<file path="src/rtl/mem_if_pkg.sv">
// Shared types and default widths for the LC3 memory access unit.
package mem_if_pkg;

  typedef enum logic [1:0] {
    IDLE   = 2'd0,
    ACCESS = 2'd1,
    DONE   = 2'd2
  } mem_state_t;

  localparam int LC3_DATA_W = 16;
  localparam int LC3_ADDR_W = 16;

endpackage

</file>
<file path="src/rtl/mem_wait_timer.sv">
// Wait-state counter for a memory access; expire pulses on the last allowed cycle.
module mem_wait_timer #(
  parameter int TIMEOUT_CYC = 64
) (
  input  logic clk,
  input  logic rst,
  input  logic i_clear,
  input  logic i_enable,
  output logic o_expire
);

  localparam int CW = (TIMEOUT_CYC < 1) ? 1 : $clog2(TIMEOUT_CYC + 1);
  localparam logic [CW-1:0] CMAX = {CW{1'b1}};

  logic [CW-1:0] r_count;

  // Saturating so a disabled timeout can never wrap into a false expiry.
  always_ff @(posedge clk or posedge rst) begin
    if (rst) begin
      r_count <= '0;
    end else if (i_clear) begin
      r_count <= '0;
    end else if (i_enable && (r_count != CMAX)) begin
      r_count <= r_count + 1'b1;
    end
  end

  generate
    if (TIMEOUT_CYC == 0) begin : g_no_timeout
      assign o_expire = 1'b0;
    end else begin : g_timeout
      localparam logic [CW-1:0] LAST = CW'(TIMEOUT_CYC - 1);
      assign o_expire = i_enable && (r_count == LAST);
    end
  endgenerate

endmodule

</file>
<file path="src/rtl/mem_access_unit.sv">
// LC3 MAR/MDR pair with a request/ready memory transaction controller and timeout.
// Handshake: mem_req stays high from the edge that samples mio_en until the edge
// that samples mem_ready=1 (or the timeout); each sampled mem_ready ends one access.
module mem_access_unit
  import mem_if_pkg::*;
#(
  parameter int DATA_W      = LC3_DATA_W,
  parameter int ADDR_W      = LC3_ADDR_W,
  parameter int TIMEOUT_CYC = 64
) (
  input  logic              clk,
  input  logic              rst,
  input  logic [DATA_W-1:0] bus,
  input  logic              ld_mar,
  input  logic              ld_mdr,
  input  logic              mio_en,
  input  logic              r_w,
  input  logic [DATA_W-1:0] mem_rdata,
  input  logic              mem_ready,
  input  logic              err_clr,
  output logic              mem_req,
  output logic              mem_we,
  output logic [ADDR_W-1:0] mem_addr,
  output logic [DATA_W-1:0] mem_wdata,
  output logic [DATA_W-1:0] mdr,
  output logic              r,
  output logic              err,
  output mem_state_t        dbg_state
);

  mem_state_t        r_state;
  logic [ADDR_W-1:0] r_mar;
  logic [DATA_W-1:0] r_mdr;
  logic              r_we_q;
  logic              r_mem_req;
  logic              r_mem_we;
  logic              r_rdy;
  logic              r_err;
  logic              w_in_access;
  logic              w_expire;

  assign w_in_access = (r_state == ACCESS);

  mem_wait_timer #(
    .TIMEOUT_CYC (TIMEOUT_CYC)
  ) u_timer (
    .clk      (clk),
    .rst      (rst),
    .i_clear  (!w_in_access),
    .i_enable (w_in_access),
    .o_expire (w_expire)
  );

  always_ff @(posedge clk or posedge rst) begin
    if (rst) begin
      r_state   <= IDLE;
      r_mar     <= '0;
      r_mdr     <= '0;
      r_we_q    <= 1'b0;
      r_mem_req <= 1'b0;
      r_mem_we  <= 1'b0;
      r_rdy     <= 1'b0;
      r_err     <= 1'b0;
    end else begin
      // A timeout later in this block overrides a same-cycle clear.
      if (err_clr) r_err <= 1'b0;
      unique case (r_state)
        IDLE: begin
          if (ld_mar) r_mar <= bus[ADDR_W-1:0];
          if (ld_mdr && !mio_en) r_mdr <= bus;
          if (mio_en) begin
            r_state   <= ACCESS;
            r_we_q    <= r_w;
            r_mem_req <= 1'b1;
            r_mem_we  <= r_w;
          end
        end
        ACCESS: begin
          if (mem_ready) begin
            r_state   <= DONE;
            r_mem_req <= 1'b0;
            r_mem_we  <= 1'b0;
            r_rdy     <= 1'b1;
            if (!r_we_q) r_mdr <= mem_rdata;
          end else if (w_expire) begin
            r_state   <= DONE;
            r_mem_req <= 1'b0;
            r_mem_we  <= 1'b0;
            r_rdy     <= 1'b1;
            r_err     <= 1'b1;
          end
        end
        DONE: begin
          if (ld_mar) r_mar <= bus[ADDR_W-1:0];
          if (ld_mdr && !mio_en) r_mdr <= bus;
          if (!mio_en) begin
            r_state <= IDLE;
            r_rdy   <= 1'b0;
          end
        end
        default: begin
          r_state   <= IDLE;
          r_mem_req <= 1'b0;
          r_mem_we  <= 1'b0;
          r_rdy     <= 1'b0;
        end
      endcase
    end
  end

  assign mem_req   = r_mem_req;
  assign mem_we    = r_mem_we;
  assign mem_addr  = r_mar;
  assign mem_wdata = r_mdr;
  assign mdr       = r_mdr;
  assign r         = r_rdy;
  assign err       = r_err;
  assign dbg_state = r_state;

endmodule
</file>
<file path="config.mk">
export PLATFORM = sky130hd
export DESIGN_NAME = mem_access_unit
export DESIGN_NICKNAME = d
export VERILOG_FILES = /design/src/rtl/mem_if_pkg.sv /design/src/rtl/mem_wait_timer.sv /design/src/rtl/mem_access_unit.sv
export SDC_FILE = /design/constraint.sdc
export NUM_CORES = 1
export LEC_CHECK = 0
export ABC_CLOCK_PERIOD_IN_PS = 2400
export CORE_ASPECT_RATIO = 0.6
export CORE_UTILIZATION = 44
export CTS_BUF_LIST = sky130_fd_sc_hd__clkbuf_8
export CTS_CLUSTER_DIAMETER = 100
export DETAILED_ROUTE_END_ITERATION = 16
export HOLD_SLACK_MARGIN = 0.12
export PLACE_DENSITY = 0.81
export SYNTH_ARGS = -nofsm -noshare
export SYNTH_HDL_FRONTEND = slang
export SYNTH_SLANG_ARGS = --single-unit
export TNS_END_PERCENT = 50
</file>
<file path="constraint.sdc">
create_clock -name clk -period 2.4 [get_ports clk]
set_clock_uncertainty 0.2 [all_clocks]
set_input_delay 0.48 -clock clk [delete_from_list [all_inputs] [get_ports clk]]
set_output_delay 0.48 -clock clk [all_outputs]
set_load 0.01 [all_outputs]
</file>
==> impl_metrics.env, run 1 <==
export IMPL_layout_common_cells="clkdlybuf4s50_1, dfrtp_1, mux2_2"
export IMPL_grt_setup_unrepaired="false"
export IMPL_root_buffer="clkbuf_8"
export IMPL_power_density_mw_per_mm2=1214
export IMPL_die_h_um=57.45
export IMPL_critPathLaunchType="flop"
export IMPL_ys_types=33
export IMPL_wl_um=5039
export IMPL_cts_tree="yes"
export IMPL_place_congestion=0.8180
export IMPL_crit_chain="clkdlybuf4s50_1"
export IMPL_hold_ws_ps=291.7
export IMPL_start_util_pct=47.42
export IMPL_layout_commonest_cell="clkdlybuf4s50_1"
export IMPL_hold_class="flop to flop"
export IMPL_cp_arrival_ps=1520
export IMPL_cpLargestDelayFamily="buffers and inverters"
export IMPL_final_nets=297
export IMPL_cts_buffers=5
export IMPL_syn_to_final_growth_pct=45.28
export IMPL_antenna_found_initial=0
export IMPL_clock_sinks=46
export IMPL_ios=94
export IMPL_gr_total_overflow=0
export IMPL_fillerInstances=379
export IMPL_htree_levels=2
export IMPL_die_area_sq_mm=0.005424
export IMPL_antenna_cells=0
export IMPL_fin_tns_setup_ps=0
export IMPL_postCtsSetupRepairBufs=0
export IMPL_cts_hold_buf=0
export IMPL_synth_area_leader_cell="dfrtp_1"
export IMPL_path_class="flop to output pin"
export IMPL_slowest_stage="clkdlybuf4s50_1"
export IMPL_yosysWarningCount=0
export IMPL_reg2reg_to="mdr[13]"
export IMPL_rrSetupSlack_ps=500
export IMPL_r2r_cells=4
export IMPL_synth_top_area_share_pct=51.05
export IMPL_crit_fanout=12
export IMPL_p_leak_nw=1.374
export IMPL_p_total_mw=3.978
export IMPL_drc_errors=0
export IMPL_dp_hpwl_um=3812
export IMPL_min_to="err"
export IMPL_worst_path_largest_cell_delay_ps=630
export IMPL_cp_required_ps=1720
export IMPL_path_buf_inv=1
export IMPL_vias_per_cell=5.169
export IMPL_worst_slack_ps=198.9
export IMPL_fin_crit_ps=2201
export IMPL_worstSkewPairLatency_ps=290
export IMPL_ys_ff_latch=46
export IMPL_portBuffers=93
export IMPL_dr_total_vias=1654
export IMPL_drive_gt1_share_pct=27.24
export IMPL_holdPathStages=2
export IMPL_ant_nets=0
export IMPL_grt_pass1_wl_um=8176
export IMPL_row_count=19
export IMPL_fp_coreArea_sq_mm=0.004755
export IMPL_syn_area_sq_mm=0.002255
export IMPL_dpl_cell_count=312
export IMPL_grt_usage_pct=20.12
export IMPL_seq_area_frac_synth_pct=51.05
export IMPL_syn_num_nets=212
export IMPL_drv_slew=0
export IMPL_wl_per_cell_um=15.75
export IMPL_drt_pre_antenna_iters=4
export IMPL_slew_limit_headroom_pct=67.77
export IMPL_synthTopCellsByArea="dfrtp_1, mux2_2, mux2_4"
export IMPL_peakVddDrop_mv=0.7065
export IMPL_outcome="finished, final reports clean"
export IMPL_die_x_um=94.42
export IMPL_min_period_over_period_pct=91.71
export IMPL_clkTransAtPathRegs_ps=80
export IMPL_grt_pass1_vias=1669
export IMPL_synthCells=171
export IMPL_grt_start_max_net_pins=47
export IMPL_hold_viol=0
export IMPL_max_freq_mhz=454.3
export IMPL_setup_viol_count_final=0
export IMPL_synth_avg_cell_area_sq_um=13.19
export IMPL_fin_cells=320
export IMPL_worst_slew_pin_slew_ps=477.4
export IMPL_cts_resized=0
export IMPL_min_from="err"
export IMPL_end_kind="output pin"
export IMPL_cts_max_path_buffers=2
export IMPL_r2r_start="dbg_state[0]"
export IMPL_drt_first_iter_violations=36
export IMPL_pre_cts_ws_ps=159.8
export IMPL_maxCapViolations=0
final cells by class:
class / count / area, sq um / share of cell area [%]
Multi-Input combinational cell: 98 / 924.6 / 28.23
Inverter: 6 / 22.52 / 0.6875
Sequential cell: 46 / 1151 / 35.14
Clock buffer: 8 / 110.1 / 3.361
Tap cell: 63 / 78.83 / 2.406
Timing Repair Buffer: 99 / 988.4 / 30.18
per-stage QoR:
stage	utilization (%)	cell area, sq um
CTS	68.89	3276
global route	68.89	3276
floorplan	-	2255
finish	68.89	3276
global placement	66.58	3166
detailed placement	66.58	3166
cells by family (layout without fill, tap and decap cells):
kind of cell | Yosys count | count (layout) | synth area share [%]
AO/OA/AOI/OAI | 21 | 21 | 6.993
flip-flops | 46 | 46 | 51.05
multiplexers | 51 | 51 | 27.03
AND/OR/NAND/NOR | 25 | 25 | 6.327
buffers and inverters | 27 | 113 | 8.046
adder cells (fa/ha/maj) | 1 | 1 | 0.5549
flip-flops by register name, summed over array words and instances (netlist names):
name,count
u_timer.r_count,7
mdr,16
r,1
r_we_q,1
mem_addr,16
dbg_state,2
err,1
mem_we,1
mem_req,1
metal layers:
layer,track usage (%),wire (um),share of wire (%)
met5,0,0,0
met4,4.615,42,0.83
met3,6.400,436,8.7
met2,30.64,2192,44
met1,28.15,2366,47
how the worst max path moves through the flow:
stage                       from  cells after the start      endpoint  slack [ps]
global route        dbg_state[0]                      1  dbg_state[0]         100
detailed placement        mio_en                      5       mdr[11]         160
global placement          mio_en                      5       mdr[14]         190
finish              dbg_state[0]                      1  dbg_state[0]         200
CTS                 dbg_state[0]                      1  dbg_state[0]         160
floorplan                    rst                      1  dbg_state[0]         630
power by group:
group          switching (mW)  internal, mW  total [mW]
combinational           0.728          1.33        2.06
clock                   0.246         0.291       0.537
sequential              0.279          1.10        1.38
total                    1.25          2.72        3.98
cell usage after synthesis:
cell type / number
o21ai_0: 5
nand2_1: 7
a31oi_1: 3
a21bo_2: 1
buf_12: 1
dfrtp_1: 46
o311ai_0: 1
and4_1: 1
o22ai_1: 2
nor3b_1: 1
ha_1: 1
a32oi_4: 1
and3_1: 1
nand3_1: 1
nor2_1: 2
nand3b_1: 1
nor3_1: 2
nor2b_1: 1
inv_1: 6
o32ai_1: 1
a21oi_1: 4
mux2_4: 10
buf_4: 16
mux2i_1: 2
nor2b_4: 1
clkbuf_1: 1
buf_2: 3
o41ai_1: 1
nand4_1: 3
nand2b_1: 3
mux2_2: 39
and2_1: 1
a31o_2: 2
No activity file was read; power rests on OpenSTA's default activity.
==> inputs of run 2 (changes only) <==
--- a/config.mk
+++ b/config.mk
@@ -5,7 +5,6 @@
 export SDC_FILE = /design/constraint.sdc
 export NUM_CORES = 1
 export LEC_CHECK = 0
-export ABC_CLOCK_PERIOD_IN_PS = 2400
 export CORE_ASPECT_RATIO = 0.6
 export CORE_UTILIZATION = 44
 export CTS_BUF_LIST = sky130_fd_sc_hd__clkbuf_8
@@ -13,6 +12,7 @@
 export DETAILED_ROUTE_END_ITERATION = 16
 export HOLD_SLACK_MARGIN = 0.12
 export PLACE_DENSITY = 0.81
+export SKIP_LAST_GASP = 1
 export SYNTH_ARGS = -nofsm -noshare
 export SYNTH_HDL_FRONTEND = slang
 export SYNTH_SLANG_ARGS = --single-unit
==> results of run 2 <==
Final layout, timing and power as in run 1 (identical DEF).
